==> config.mk <==
export PLATFORM = sky130hd
export DESIGN_NAME = instr_fetch
export DESIGN_NICKNAME = d
export VERILOG_FILES = /design/src/rtl/instr_fetch.sv
export SDC_FILE = /design/constraint.sdc
export NUM_CORES = 1
export LEC_CHECK = 0
export CORE_ASPECT_RATIO = 1.4
export CORE_MARGIN = 4
export CORE_UTILIZATION = 52
export DETAILED_ROUTE_END_ITERATION = 12
export PLACE_DENSITY_LB_ADDON = 0.05
export SLEW_MARGIN = 20
export SYNTH_ARGS = -nofsm -noshare
export SYNTH_HDL_FRONTEND = slang
export SYNTH_SLANG_ARGS = --single-unit
==> constraint.sdc <==
create_clock -name clk -period 4.3 [get_ports clk]
set_input_delay 1.075 -clock clk [delete_from_list [all_inputs] [get_ports clk]]
set_output_delay 1.075 -clock clk [all_outputs]
set_load 0.02 [all_outputs]
==> src/rtl/instr_fetch.sv <==
// Instruction fetch stage: PC, one-cycle ROM read issue, and a tagged prefetch FIFO
// feeding decode over valid/ready. A redirect flushes buffered and in-flight words.
module instr_fetch #(
   parameter int DWIDTH     = 16,
   parameter int AWIDTH     = 12,
   parameter int FIFO_DEPTH = 2
) (
   input  logic              clk,
   input  logic              rst,
   input  logic              en_in,
   output logic [AWIDTH-1:0] rom_addr,
   output logic              rom_rd,
   input  logic [DWIDTH-1:0] rom_data,
   input  logic              redirect,
   input  logic [AWIDTH-1:0] redirect_addr,
   output logic              instr_valid,
   input  logic              instr_ready,
   output logic [DWIDTH-1:0] instr,
   output logic [AWIDTH-1:0] instr_pc
);
   localparam int PW = $clog2(FIFO_DEPTH);
   localparam int OW = PW + 1;
   localparam logic [OW:0] DEPTH_C = (OW+1)'(FIFO_DEPTH);

   logic [AWIDTH-1:0] pc_q, pc_d, inflight_pc_q, inflight_pc_d;
   logic              inflight_q, inflight_d;
   logic [OW-1:0]     occ_q, occ_d;
   logic [PW-1:0]     rd_ptr_q, rd_ptr_d, wr_ptr_q, wr_ptr_d;
   logic [FIFO_DEPTH-1:0][DWIDTH-1:0] instr_mem_q, instr_mem_d;
   logic [FIFO_DEPTH-1:0][AWIDTH-1:0] pc_mem_q, pc_mem_d;
   logic              pop, push;
   logic [OW:0]       credit;

   assign instr_valid = (occ_q != '0);
   assign pop         = instr_valid & instr_ready;
   // Words already owed to the FIFO after this cycle's pop; never exceeds its depth.
   assign credit      = {1'b0, occ_q} + (OW+1)'(inflight_q) - (OW+1)'(pop);
   assign rom_rd      = ~rst & en_in & ~redirect & (credit < DEPTH_C);
   assign rom_addr    = pc_q;
   assign instr       = instr_valid ? instr_mem_q[rd_ptr_q] : '0;
   assign instr_pc    = instr_valid ? pc_mem_q[rd_ptr_q]    : '0;

   always_comb begin
      pc_d          = pc_q;
      inflight_pc_d = inflight_pc_q;
      inflight_d    = rom_rd;
      rd_ptr_d      = rd_ptr_q;
      wr_ptr_d      = wr_ptr_q;
      instr_mem_d   = instr_mem_q;
      pc_mem_d      = pc_mem_q;
      push          = inflight_q & ~redirect;
      if (rom_rd) begin
         pc_d          = pc_q + AWIDTH'(1);
         inflight_pc_d = pc_q;
      end
      if (pop)
         rd_ptr_d = rd_ptr_q + PW'(1);
      if (push) begin
         instr_mem_d[wr_ptr_q] = rom_data;
         pc_mem_d[wr_ptr_q]    = inflight_pc_q;
         wr_ptr_d              = wr_ptr_q + PW'(1);
      end
      occ_d = occ_q + OW'(push) - OW'(pop);
      // Redirect wins: the popped word is already owned downstream, the rest is dropped.
      if (redirect) begin
         occ_d    = '0;
         rd_ptr_d = '0;
         wr_ptr_d = '0;
         pc_d     = redirect_addr;
      end
   end

   always_ff @(posedge clk or posedge rst) begin
      if (rst) begin
         pc_q          <= '0;
         inflight_q    <= 1'b0;
         inflight_pc_q <= '0;
         occ_q         <= '0;
         rd_ptr_q      <= '0;
         wr_ptr_q      <= '0;
         instr_mem_q   <= '0;
         pc_mem_q      <= '0;
      end else begin
         pc_q          <= pc_d;
         inflight_q    <= inflight_d;
         inflight_pc_q <= inflight_pc_d;
         occ_q         <= occ_d;
         rd_ptr_q      <= rd_ptr_d;
         wr_ptr_q      <= wr_ptr_d;
         instr_mem_q   <= instr_mem_d;
         pc_mem_q      <= pc_mem_d;
      end
   end
endmodule

==> results.json <==
{
  "clock_root_cell": "sky130_fd_sc_hd__clkbuf_8",
  "yosys_most_used_dff": "sky130_fd_sc_hd__dfrtp_1",
  "synth_warnings": 0,
  "finClkSkew_ps": 10.9,
  "power_switching_share_pct": 33.9,
  "ios": 75,
  "critical_path.cell_chain": "clkdlybuf4s50_1, nor2b_4, ha_1, nand2b_1, fa_1, and4bb_2, nand2_1, inv_2, buf_4",
  "first_global_vias": 2889,
  "timing.max_slew.rel_slack_pct": 39.7,
  "required_ps": 3220,
  "clock_latency_late_sink_ps": 350,
  "wl_per_cell_um": 15.6,
  "synth_common_cells": "sky130_fd_sc_hd__dfrtp_1, sky130_fd_sc_hd__mux2_1, sky130_fd_sc_hd__nand2_1",
  "tightestPinTransition_ps": 905,
  "critPathKind": "input port to output pin",
  "timing.fmax_mhz": 238,
  "timing.critical_path.to_type": "output pin",
  "syn2layout_area_growth_pct": 27.5,
  "num-nets-final": 453,
  "maxCapViolCount": 0,
  "post_dp_cell_area_um2": 4820,
  "holdCritPathClass": "flip-flop to flip-flop",
  "critical_path.slowest_cell": "sky130_fd_sc_hd__fa_1",
  "route.detailed.vias_per_inst": 5.38,
  "p_comb_share_pct": 31.6,
  "p_per_area_nw_per_um2": 554,
  "final_min_period_over_clock_period_pct": 97.5,
  "cp_num_buf_inv": 3,
  "drive_above_1_share_pct": 11.4,
  "ys_types": 41,
  "syn_inst": 337,
  "power.net_switching_w": 0.000945,
  "globalRoute.totalOverflow": 0,
  "postRouteAntennaNets": 0,
  "synth_seq_area_share_pct": 54.0,
  "first_pass_iters": 4,
  "finish.instance_area_um2": 5030,
  "dieWidth_um": 81.6,
  "synth-edff-count": 0,
  "mappedNetlistNets": 375,
  "cell_internal_pwr_w": 0.00184,
  "timing_max_transition_violations_final": 0,
  "grt_antenna_before_repair": 0,
  "clkTransAtPathRegs_ps": 80,
  "worst_slack_ps": 106,
  "hpwl_um": 5450,
  "port-buffer-count": 74,
  "cellLeakagePower_nw": 2.27,
  "fin_crit_ps": 4190,
  "synth.ff_latch_count": 85,
  "drt-initial-drc-count": 90,
  "gpl_congestion": 0.872,
  "core_area_um2": 7360,
  "p_clk_share_pct": 20.8,
  "multi_input_area_um2": 1710,
  "cts.htree.levels": 3,
  "via_count": 2780,
  "die-height_um": 111,
  "drc_errors_left": 0,
  "status": "completed",
  "power.share.sequential_pct": 47.6,
  "irDropWorstVdd_v": 0.000324,
  "grt_pass1_wl_um": 13800,
  "number_of_clock_buffers_inserted_by_tritoncts": 9,
  "wirelength_um": 8040,
  "yosysMostFrequentCell": "sky130_fd_sc_hd__dfrtp_1",
  "area.sequential_um2": 2130,
  "crit_path_max_incr_delay_ps": 510,
  "report.final.setup_viol": 0,
  "initial_cell_density_of_the_core_pct": 53.6,
  "critical_path.top_delay_family": "adder cells",
  "cts.sink_count": 85,
  "grt.total_usage_pct": 19.3,
  "async_reset_ff_share_pct": 100,
  "post-synth-top-area-fraction_pct": 54.0,
  "syn_area_per_cell_um2": 11.7,
  "floorplan.rows": 37,
  "critical_path.startpoint_type": "input port",
  "die_area_um2": 9060,
  "clock_tree_from_tritoncts": "done",
  "layout.filler_cells": 583,
  "most_area_consuming_cells_after_synthesis": "sky130_fd_sc_hd__dfrtp_1, sky130_fd_sc_hd__mux2_1, sky130_fd_sc_hd__mux2i_1, sky130_fd_sc_hd__nand2_1, sky130_fd_sc_hd__nor2_1",
  "post_synth_instance_area_um2": 3940,
  "library_cell_with_the_largest_summed_area_after_synthesis": "sky130_fd_sc_hd__dfrtp_1",
  "pre_cts_slack_ps": -411,
  "crit_path_max_fanout": 2,
  "num_antenna_cells": 0,
  "finalHoldViolations": 0,
  "maximum_number_of_pins_on_one_net_before_global_route_repair": 50,
  "cp_data_arrival_time_ps": 3120,
  "post-layout-total-power_w": 0.00278,
  "clockBufferDepth": 2
}
routing by layer:
metal	GRT usage (%)	wire, um	share of wire [%]	vias up
li1	-	-	-	1328
met1	25.6	3480	43	1353
met2	31.4	3960	49	82
met3	4.23	444	5.5	17
met4	5.99	153	1.9	0
met5	0	0	0	-
metrics by stage:
step / cells / setup TNS, ps / hold slack (ps) / utilization [%]
finish: 517 / 0 / 488 / 68.3
global placement: 501 / -377 / 466 / 65.5
global route: 517 / -5.09 / 501 / 68.3
floorplan: 337 / 0 / 457 / -
CTS: 517 / 0 / 494 / 68.2
detailed placement: 501 / -411 / 474 / 65.5
worst reg2reg max path, stage by stage (launching register included):
cell and delay (ps):
sky130_fd_sc_hd__dfrtp_1 490, sky130_fd_sc_hd__nor2_2 190, sky130_fd_sc_hd__nor2b_4 60, sky130_fd_sc_hd__ha_1 260, sky130_fd_sc_hd__nand2b_1 150, sky130_fd_sc_hd__fa_1 510, sky130_fd_sc_hd__and4bb_2 240, sky130_fd_sc_hd__nand2_1 80
sky130_fd_sc_hd__buf_4 230, sky130_fd_sc_hd__or4_1 520, sky130_fd_sc_hd__o211ai_1 110
flip-flops by register name, indices dropped and copies added (netlist names):
name and cells:
instr_mem_q 32, pc_mem_q 24, inflight_pc_q 12, rom_addr 12
occ_q 2, inflight_q 1, rd_ptr_q 1, wr_ptr_q 1
final cells by class:
class,count,share of cell area [%]
Clock buffer,9,2.46
Clock inverter,7,1.59
Timing Repair Buffer,84,16.4
Sequential cell,85,42.3
Tap cell,97,2.41
Inverter,9,0.697
Multi-Input combinational cell,226,34.1
cells by family (layout without fill, tap and decap cells):
kind of cell,after synthesis,in the layout,share of synthesized area (%)
multiplexers,84,84,23.1
AND/OR/NAND/NOR,99,99,11.3
buffers and inverters,26,109,2.86
adder cells (fa/ha/maj),5,5,1.78
flip-flops,85,85,54.0
XOR/XNOR,7,7,1.56
AO/OA/AOI/OAI,31,31,5.43
what timing repair did:
action | CTS | global route
pin swaps | 0 | 0
resized for setup | 5 | 2
setup endpoints to repair | 1 | 1
cloned | 0 | 0
hold buffers | 0 | 0
setup buffers | 0 | 0
cell usage in the layout, fill, tap and decap left out, types with 2 or more instances in the layout:
master	n
sky130_fd_sc_hd__clkinv_2	2
sky130_fd_sc_hd__nand4_1	3
sky130_fd_sc_hd__a21oi_1	3
sky130_fd_sc_hd__inv_1	5
sky130_fd_sc_hd__nor2_2	2
sky130_fd_sc_hd__nand2_1	41
sky130_fd_sc_hd__buf_4	10
sky130_fd_sc_hd__a21o_1	3
sky130_fd_sc_hd__o21ai_0	4
sky130_fd_sc_hd__mux2i_1	28
sky130_fd_sc_hd__nor2_1	35
sky130_fd_sc_hd__a22oi_1	4
sky130_fd_sc_hd__o21ai_1	7
sky130_fd_sc_hd__ha_1	4
sky130_fd_sc_hd__clkdlybuf4s50_1	73
sky130_fd_sc_hd__inv_2	3
sky130_fd_sc_hd__xnor2_1	5
sky130_fd_sc_hd__nand3_1	2
sky130_fd_sc_hd__a221o_1	5
sky130_fd_sc_hd__mux2_1	48
sky130_fd_sc_hd__mux2_2	8
sky130_fd_sc_hd__dfrtp_1	84
sky130_fd_sc_hd__inv_6	2
sky130_fd_sc_hd__xor2_1	2
sky130_fd_sc_hd__clkbuf_8	9
sky130_fd_sc_hd__nor3_1	3
power by group through the flow:
stage	combinational (W)	clock [W]	sequential [W]
after floorplan	0.000621	0	0.00126
after global placement	0.000869	0	0.00133
after detailed placement	0.000889	0	0.00135
after CTS	0.000892	0.000591	0.00133
after global routing	0.000979	0.000630	0.00137
final	0.000880	0.000578	0.00133
final timing paths:
kind / startpoint / end / slack, ps / cells past startpoint
setup / recovery: instr_ready / rom_rd / 110 / 9
hold / removal: instr_mem_q[15]$_DFFE_PP0P_ / instr_mem_q[15]$_DFFE_PP0P_ / 490 / 1
setup reg to reg: occ_q[1]$_DFF_PP0_ / rom_addr[9]$_DFFE_PP0P_ / 1380 / 10
hold reg to reg: instr_mem_q[15]$_DFFE_PP0P_ / instr_mem_q[15]$_DFFE_PP0P_ / 490 / 1
max in group asynchronous: rst / instr_mem_q[22]$_DFFE_PP0P_ / 2370 / 3
min in group asynchronous: rst / occ_q[0]$_DFF_PP0_ / 1250 / 2
No activity file was read; power rests on OpenSTA's default activity.
